$ cat config.mk
export PLATFORM = sky130hd
export DESIGN_NAME = rv_instr_encoder
export DESIGN_NICKNAME = d
export VERILOG_FILES = /design/src/rtl/rv_instr_encoder.sv
export SDC_FILE = /design/constraint.sdc
export NUM_CORES = 1
export LEC_CHECK = 0
export CORE_UTILIZATION = 47
export CTS_CLUSTER_SIZE = 12
export DETAILED_ROUTE_END_ITERATION = 8
export GPL_TIMING_DRIVEN = 0
export PLACE_DENSITY = 0.88
export SLEW_MARGIN = 40
export SYNTH_ARGS = -nofsm -noshare
export SYNTH_HDL_FRONTEND = slang
export SYNTH_SLANG_ARGS = --single-unit
export TNS_END_PERCENT = 5
$ cat constraint.sdc
create_clock -name clk -period 4.43 [get_ports clk]
set_input_delay 0.886 -clock clk [delete_from_list [all_inputs] [get_ports clk]]
set_output_delay 0.886 -clock clk [all_outputs]
set_load 0.005 [all_outputs]
$ cat src/rtl/rv_instr_encoder.sv
// rv_instr_encoder: streaming RV32I field-bundle to machine-word encoder.
// One-deep output register behind a valid/ready handshake. Each emitted word
// carries the instruction-memory address it belongs at.
// Optional build macro: IMM_RANGE_CHECK_EN (drops out-of-range immediates, sets err).
module rv_instr_encoder #(
  parameter int                ADDR_W    = 32,
  parameter logic [ADDR_W-1:0] BASE_ADDR = '0
) (
  input  logic              clk,
  input  logic              reset_n,
  input  logic              in_valid,
  output logic              in_ready,
  input  logic [2:0]        in_kind,
  input  logic [2:0]        in_funct3,
  input  logic              in_funct7b5,
  input  logic [4:0]        in_rd,
  input  logic [4:0]        in_rs1,
  input  logic [4:0]        in_rs2,
  input  logic [20:0]       in_imm,
  output logic              out_valid,
  input  logic              out_ready,
  output logic [31:0]       out_instr,
  output logic [ADDR_W-1:0] out_addr,
  output logic [15:0]       out_count,
  output logic              err
);

  localparam logic [6:0] OP_LOAD   = 7'b0000011;
  localparam logic [6:0] OP_STORE  = 7'b0100011;
  localparam logic [6:0] OP_REG    = 7'b0110011;
  localparam logic [6:0] OP_BRANCH = 7'b1100011;
  localparam logic [6:0] OP_IMM    = 7'b0010011;
  localparam logic [6:0] OP_JAL    = 7'b1101111;
  localparam logic [6:0] OP_JALR   = 7'b1100111;
  localparam logic [31:0] NOP_WORD = 32'h0000_0013;

  typedef enum logic {
    S_EMPTY = 1'b0,
    S_FULL  = 1'b1
  } state_t;

  state_t            r_state;
  state_t            w_state_nxt;
  logic [31:0]       r_instr;
  logic [ADDR_W-1:0] r_addr;
  logic [15:0]       r_count;
  logic [31:0]       w_enc;
  logic              w_accept;
  logic              w_emit;
  logic              w_load;
  logic              w_imm_bad;
  logic              w_is_shift;

  assign out_valid  = (r_state == S_FULL);
  assign in_ready   = !out_valid || out_ready;
  assign w_accept   = in_valid && in_ready;
  assign w_emit     = out_valid && out_ready;
  assign w_load     = w_accept && !w_imm_bad;
  assign w_is_shift = (in_funct3 == 3'b001) || (in_funct3 == 3'b101);

  assign out_instr = r_instr;
  assign out_addr  = r_addr;
  assign out_count = r_count;

  // Pack the incoming field bundle into an RV32I machine word.
  always_comb begin
    w_enc = NOP_WORD;
    case (in_kind)
      3'd0: w_enc = {in_imm[11:0], in_rs1, 3'b010, in_rd, OP_LOAD};
      3'd1: w_enc = {in_imm[11:5], in_rs2, in_rs1, 3'b010, in_imm[4:0], OP_STORE};
      3'd2: w_enc = {1'b0, in_funct7b5, 5'b00000, in_rs2, in_rs1, in_funct3, in_rd, OP_REG};
      3'd3: w_enc = {in_imm[12], in_imm[10:5], in_rs2, in_rs1, in_funct3,
                     in_imm[4:1], in_imm[11], OP_BRANCH};
      3'd4: begin
        if (w_is_shift)
          w_enc = {1'b0, in_funct7b5, 5'b00000, in_imm[4:0], in_rs1, in_funct3, in_rd, OP_IMM};
        else
          w_enc = {in_imm[11:0], in_rs1, in_funct3, in_rd, OP_IMM};
      end
      3'd5: w_enc = {in_imm[20], in_imm[10:1], in_imm[11], in_imm[19:12], in_rd, OP_JAL};
      3'd6: w_enc = {in_imm[11:0], in_rs1, 3'b000, in_rd, OP_JALR};
      default: w_enc = NOP_WORD;
    endcase
  end

`ifdef IMM_RANGE_CHECK_EN
  logic signed [20:0] w_simm;
  logic               r_err;

  assign w_simm = $signed(in_imm);
  assign err    = r_err;

  // Flag immediates that do not fit the encoding of the selected kind.
  always_comb begin
    w_imm_bad = 1'b0;
    case (in_kind)
      3'd0, 3'd1, 3'd6:
        w_imm_bad = (w_simm < -21'sd2048) || (w_simm > 21'sd2047);
      3'd3:
        w_imm_bad = (w_simm < -21'sd4096) || (w_simm > 21'sd4094) || in_imm[0];
      3'd4: begin
        if (w_is_shift)
          w_imm_bad = (w_simm < 21'sd0) || (w_simm > 21'sd31);
        else
          w_imm_bad = (w_simm < -21'sd2048) || (w_simm > 21'sd2047);
      end
      3'd5:
        w_imm_bad = in_imm[0];
      default:
        w_imm_bad = 1'b0;
    endcase
  end

  // Sticky error: set by any accepted-but-dropped bundle, cleared only by reset.
  always_ff @(posedge clk) begin
    if (!reset_n)
      r_err <= 1'b0;
    else if (w_accept && w_imm_bad)
      r_err <= 1'b1;
  end
`else
  logic w_unused_imm0;

  assign w_imm_bad     = 1'b0;
  assign err           = 1'b0;
  assign w_unused_imm0 = in_imm[0];
`endif

  // EMPTY/FULL state register.
  always_ff @(posedge clk) begin
    if (!reset_n)
      r_state <= S_EMPTY;
    else
      r_state <= w_state_nxt;
  end

  // Next state: fill on a kept accept, drain on emit with nothing replacing it.
  always_comb begin
    w_state_nxt = r_state;
    case (r_state)
      S_EMPTY: if (w_load) w_state_nxt = S_FULL;
      S_FULL:  if (w_emit && !w_load) w_state_nxt = S_EMPTY;
      default: w_state_nxt = S_EMPTY;
    endcase
  end

  // Output word, address counter and saturating emit counter.
  always_ff @(posedge clk) begin
    if (!reset_n) begin
      r_instr <= '0;
      r_addr  <= BASE_ADDR;
      r_count <= '0;
    end else begin
      if (w_load)
        r_instr <= w_enc;
      if (w_emit) begin
        r_addr <= r_addr + ADDR_W'(4);
        if (r_count != '1)
          r_count <= r_count + 16'd1;
      end
    end
  end

endmodule

==> results of run 1 <==
## worst register-to-register path, stage by stage (launching register included)
cell and delay (ns):
sky130_fd_sc_hd__dfxtp_1 0.44, sky130_fd_sc_hd__ha_1 0.28, sky130_fd_sc_hd__nand4_2 0.25, sky130_fd_sc_hd__or3_4 0.44, sky130_fd_sc_hd__or4_1 0.42, sky130_fd_sc_hd__a21oi_1 0.15
## cell type report
type	count	area [um^2]	share of cell area
Tap cell	102	128	0.0233
Buffer	34	163	0.0297
Inverter	9	33.8	0.00616
Clock buffer	9	124	0.0226
Sequential cell	78	1560	0.285
Clock inverter	6	134	0.0244
Timing Repair Buffer	125	1250	0.228
Multi-Input combinational cell	347	2090	0.381
## cells in the mapped netlist, types with 4 or more instances
cell type                    n  area (um^2)
sky130_fd_sc_hd__nor3_1     11         55.1
sky130_fd_sc_hd__or4_1      10         75.1
sky130_fd_sc_hd__nand2b_1   11         68.8
sky130_fd_sc_hd__nor2_1     34          128
sky130_fd_sc_hd__inv_1       8         30.0
sky130_fd_sc_hd__o41ai_1     5         43.8
sky130_fd_sc_hd__or3_1       8         50.1
sky130_fd_sc_hd__and4_1      9         78.8
sky130_fd_sc_hd__o2111ai_1   5         43.8
sky130_fd_sc_hd__dfxtp_1    78         1560
sky130_fd_sc_hd__clkbuf_1   16         60.1
sky130_fd_sc_hd__a21oi_1    36          180
sky130_fd_sc_hd__buf_2      10         50.1
sky130_fd_sc_hd__and2_1      5         31.3
sky130_fd_sc_hd__nand2_1    59          221
sky130_fd_sc_hd__buf_4       4         30.0
sky130_fd_sc_hd__nor2b_1     5         31.3
sky130_fd_sc_hd__nand4_1    13         81.3
sky130_fd_sc_hd__nand3_1    25          125
sky130_fd_sc_hd__o31ai_1     9         67.6
sky130_fd_sc_hd__a221oi_1    7         61.3
sky130_fd_sc_hd__o211ai_1    4         30.0
sky130_fd_sc_hd__xor2_1     10         87.6
sky130_fd_sc_hd__a311oi_1    5         43.8
sky130_fd_sc_hd__o21ai_0    19         95.1
sky130_fd_sc_hd__o311ai_0    4         35.0
sky130_fd_sc_hd__nor4_1     10         62.6
sky130_fd_sc_hd__mux2i_1     9         90.1
## how the worst max path moves through the flow
stage | end | slack, ns
floorplan | out_addr[26]$_SDFFE_PN0P_ | 2.40
global placement | in_ready | 1.41
detailed placement | in_ready | 1.41
CTS | in_ready | 1.40
global route | in_ready | 1.37
finish | in_ready | 1.41
## flip-flops by register name, summed over array words and instances, names as in the netlist
signal / cells
out_instr: 31
out_count: 16
out_addr: 30
out_valid: 1
## per-layer routing
layer / global-route usage / wire length (um) / vias up
li1: - / - / 1998
met1: 0.313 / 4410 / 1981
met2: 0.486 / 5740 / 205
met3: 0.0501 / 995 / 26
met4: 0.126 / 287 / 0
met5: 0 / 0 / -
## report_power, final
part           total (mW)  switching (mW)  internal (mW)
clock               0.688           0.258          0.429
sequential          0.737          0.0145          0.723
combinational       0.208          0.0980          0.110
total                1.63           0.371           1.26
## stage by stage
step | total power [mW] | area (um^2) | util | instances | worst slack [ns]
after global routing | 1.69 | 5490 | 0.703 | 710 | 1.37
after global placement | 0.953 | 5230 | 0.670 | 695 | 1.41
final | 1.63 | 5490 | 0.703 | 710 | 1.41
after detailed placement | 0.958 | 5230 | 0.670 | 695 | 1.41
after CTS | 1.64 | 5490 | 0.703 | 710 | 1.40
after floorplan | 0.839 | 3850 | - | 468 | 2.40
## kinds of logic after synthesis
logic type                 Yosys count  synth area share
AOI/OAI and AO/OA                  105             0.179
xor gates and xnor gates            12            0.0274
adders and majority gates            2           0.00651
buffers and inverters               43            0.0511
DFF                                 78             0.407
muxes                               11            0.0293
other                                1          0.000976
and+or+nand+nor                    214             0.299
==> metrics, run 1 <==
Mapped Cells 466; buffers and inverters on the worst path 2; CP top delay family buffers and inverters; leftover overflow at the end of global routing 0; number of enable-type register cells in the synthesized netlist 0; first-pass iteration count of the detailed router 5; number of buffer cells added on primary ports 125; final antenna diode count 0; startpoint of the worst setup timing path out_ready; post-detailed-route count of antenna-violating nets 0; mean instance size in the synthesized netlist 8.24 um^2; R2R setup slack 2.39 ns; number of DRC violations after detailed routing 0; worst max-slew margin expressed relative to the limit 0.564; top flip-flop cell by instance count after synthesis sky130_fd_sc_hd__dfxtp_1; source of the worst register-to-register timing path out_count[1]$_SDFFE_PN0P_; area added between synthesis and finish 42.8%; critical path cell sequence clkdlybuf4s50_1 > nand2b_1 > clkdlybuf4s50_1; Sink Count 78; RSZ-0062 raised after global routing false; VDD IR-drop max 175 uV; total global routing track utilization 0.272; startpoint of the tightest hold check path out_instr[27]$_SDFFE_PN0P_; Slowest Stage Delay on Critical Path 0.53 ns; Initial Utilization 0.492; most frequent cells in the layout 125 x sky130_fd_sc_hd__clkdlybuf4s50_1, 78 x sky130_fd_sc_hd__dfxtp_1, 59 x sky130_fd_sc_hd__nand2_1; TritonCTS clock tree done; final setup violation count 0; Die Height 92.4 um; total CTS buffers 9; row cnt 32; Die W 92.4 um; routed wire length 11.4 mm; Crit Path Class in2out; final net count 653; Slowest cell on crit path sky130_fd_sc_hd__clkdlybuf4s50_1; vias per std cell 5.93; clock-pin slew on the worst setup and hold paths 0.08 ns; pin count of the biggest net entering global routing 14; CP Launch Type input pin; part of the Yosys area used for sequential elements 0.407; highest clock rate 331 MHz; Yosys reg bits 78; layout cells sized above 1 0.0674; placeable core region 0.00781 mm^2; data arrival time of the critical path 2.14 ns; # fillers 625; final estimated routing congestion in global placement 0.960; warning count from the yosys run 0; period utilization 0.682; worst-case reg-to-reg path depth 5; WP data required 3.54 ns; Pleak 1.89 nW; setup total negative slack 0 ns; count of different cell masters after synthesis 53; htree depth 3; Worst-Margin Slew 0.655 ns; number of top-level pins 130; Reg-to-Reg End out_count[10]$_SDFFE_PN0P_; Hold WS 0.459 ns; Worst Skew 0.0128 ns; Max Buffers Root-to-Sink 2; number of max-cap violations 0; status completed; via count of the first global-routing pass 4011; endpoint type of the worst setup path output pin; area enclosed by the die boundary 0.00854 mm^2; hold violation total from the final report 0; via count 4210; min cycle time layout 3.02 ns; Worst Hold Class reg2reg; cell at the root of the clock tree sky130_fd_sc_hd__clkbuf_8; Cell Area, Synth 0.00384 mm^2; CTS-repair resized insts 0; antenna violations before repair 0; instance count on the critical path 3; worst skew pair latency 0.35 ns; cell seen most often among critical-path stages sky130_fd_sc_hd__clkdlybuf4s50_1; largest fanout of any net on the critical path 5; wire length of the first global-routing pass 18.8 mm; setup repair bufs after CTS 0; total count of max-transition violations in the final report 0; quantity of hold-fixing buffers added after cts 0; Worst Hold Depth 2; initial drt markers 357; estimated wirelength of the detail-placed design 8.65 mm; Hold Path End out_instr[27]$_SDFFE_PN0P_; mean routed wirelength per cell 16.1 um; most common library cell in the layout ignoring fill and taps sky130_fd_sc_hd__clkdlybuf4s50_1; power density over the cells 298 mW/mm^2; share of flip-flops with an asynchronous set or reset 0
(Power assumes the default switching activity.)
==> run 2: changes to the inputs <==
- CORE_UTILIZATION: 47 -> 41
- PLACE_DENSITY: 0.88 -> 0.82
- clock period: 4.43 -> 2.7 ns (I/O delays scaled with it)
==> metrics, run 2 (synthesis results as in run 1) <==
endpoint type of the worst setup path output pin; most frequent cells in the layout 125 x sky130_fd_sc_hd__clkdlybuf4s50_1, 78 x sky130_fd_sc_hd__dfxtp_1, 59 x sky130_fd_sc_hd__nand2_1; Worst Hold Class reg2reg; Initial Utilization 0.432; hold violation total from the final report 0; initial drt markers 250; leftover overflow at the end of global routing 0; startpoint of the worst setup timing path out_ready; mean routed wirelength per cell 15.9 um; pin count of the biggest net entering global routing 14; Sink Count 78; M3 GR Usage 0.0645; area added between synthesis and finish 41.9%; final estimated routing congestion in global placement 0.919; vias per std cell 5.81; cell at the root of the clock tree sky130_fd_sc_hd__clkbuf_8; largest fanout of any net on the critical path 5; most common library cell in the layout ignoring fill and taps sky130_fd_sc_hd__clkdlybuf4s50_1; status completed; Die W 98.8 um; via count 4167; routed wire length 11.4 mm; total CTS buffers 9; antenna violations before repair 0; worst-case reg-to-reg path depth 5; clock-pin slew on the worst setup and hold paths 0.08 ns; number of DRC violations after detailed routing 0; number of flip-flops under the largest register name 31; htree depth 3; quantity of hold-fixing buffers added after cts 0; final non-filler cell area 0.00545 mm^2; Slowest cell on crit path sky130_fd_sc_hd__clkdlybuf4s50_1; CP Launch Type input pin; final antenna diode count 0; final net count 653; area enclosed by the die boundary 0.00976 mm^2; instance count on the critical path 3; Die Height 98.8 um; Pleak 1.87 nW; setup total negative slack 0 ns; fraction of met2 tracks used by global routing 0.403; buffers and inverters on the worst path 2; cell seen most often among critical-path stages sky130_fd_sc_hd__clkdlybuf4s50_1; R2R setup slack 0.70 ns; Max Buffers Root-to-Sink 2; source of the worst register-to-register timing path out_count[1]$_SDFFE_PN0P_; grt peak-use layer met2; CP Capture Point in_ready; number of top-level pins 130; highest clock rate 427 MHz; Crit Path Class in2out; number of max-cap violations 0; period utilization 0.867; final core utilization 0.613; total global routing track utilization 0.235; first-pass iteration count of the detailed router 6; Worst Skew 0.00665 ns; VDD IR-drop max 239 uV; wire length of the first global-routing pass 18.6 mm; data arrival time of the critical path 1.80 ns; post-detailed-route count of antenna-violating nets 0; met1 Usage GRT 0.280; CP top delay family buffers and inverters; worst skew pair latency 0.35 ns; total power draw 2.50 mW; post-placement cell area 0.00524 mm^2; layout cells sized above 1 0.0673; setup repair bufs after CTS 0; CTS-repair resized insts 0; row cnt 34; Hold WS 0.460 ns; Reg-to-Reg End out_count[12]$_SDFFE_PN0P_; total count of max-transition violations in the final report 0; placeable core region 0.00889 mm^2; RSZ-0062 raised after global routing false; min cycle time layout 2.34 ns; critical path cell sequence clkdlybuf4s50_1 > nand2b_1 > clkdlybuf4s50_1; number of buffer cells added on primary ports 125; final setup violation count 0; TritonCTS clock tree done; WP data required 2.16 ns; Slowest Stage Delay on Critical Path 0.53 ns; power density over the cells 460 mW/mm^2; worst max-slew margin expressed relative to the limit 0.539; estimated wirelength of the detail-placed design 8.56 mm; Worst-Margin Slew 0.692 ns; via count of the first global-routing pass 4023
[run 2: where the power goes]
group / switching, mW / leakage (nW) / internal [mW] / total, mW
sequential: 0.0224 / 0.635 / 1.19 / 1.21
clock: 0.436 / 0.106 / 0.520 / 0.955
combinational: 0.161 / 1.13 / 0.180 / 0.341
total: 0.619 / 1.87 / 1.89 / 2.50
[run 2: layer usage]
layer | part of all wire | up-vias
met3 | 0.099 | 20
met1 | 0.40 | 1945
met5 | 0 | -
met4 | 0.014 | 0
met2 | 0.48 | 212
li1 | - | 1990
[run 2: final cells by class]
class / instances / area, um^2
repair buffers: 125 / 1250
clock inverters: 6 / 86.3
multi-input cells: 347 / 2090
well taps: 108 / 135
clock buffers: 10 / 128
flip-flops and latches: 78 / 1560
fillers: 784 / 3440
inverters: 9 / 33.8
plain buffers: 34 / 163
[run 2: how the worst min path moves through the flow]
| stage | from | depth (start not counted) | slack [ns] | to |
|---|---|---|---|---|
| finish | out_instr[29]$_SDFFE_PN0P_ | 2 | 0.46 | out_instr[29]$_SDFFE_PN0P_ |
| global route | out_instr[27]$_SDFFE_PN0P_ | 2 | 0.48 | out_instr[27]$_SDFFE_PN0P_ |
| CTS | out_instr[29]$_SDFFE_PN0P_ | 2 | 0.46 | out_instr[29]$_SDFFE_PN0P_ |
| detailed placement | out_instr[7]$_SDFFE_PN0P_ | 2 | 0.45 | out_instr[7]$_SDFFE_PN0P_ |
| global placement | out_instr[26]$_SDFFE_PN0P_ | 2 | 0.44 | out_instr[26]$_SDFFE_PN0P_ |
| floorplan | out_instr[5]$_SDFFE_PN0P_ | 2 | 0.45 | out_instr[5]$_SDFFE_PN0P_ |
[run 2: stage by stage]
| step | setup slack [ns] | instances |
|---|---|---|
| floorplan | 0.923 | 468 |
| global placement | 0.211 | 701 |
| detailed placement | 0.177 | 701 |
| CTS | 0.350 | 717 |
| global route | 0.304 | 717 |
| finish | 0.358 | 717 |
[run 2: worst reg2reg max path, delay by kind of cell, from the launching register on]
family | cells | cell delay, ns
DFF | 1 | 0.44
and+or+nand+nor | 3 | 1.07
AOI/OAI and AO/OA | 1 | 0.15
adders and majority gates | 1 | 0.28
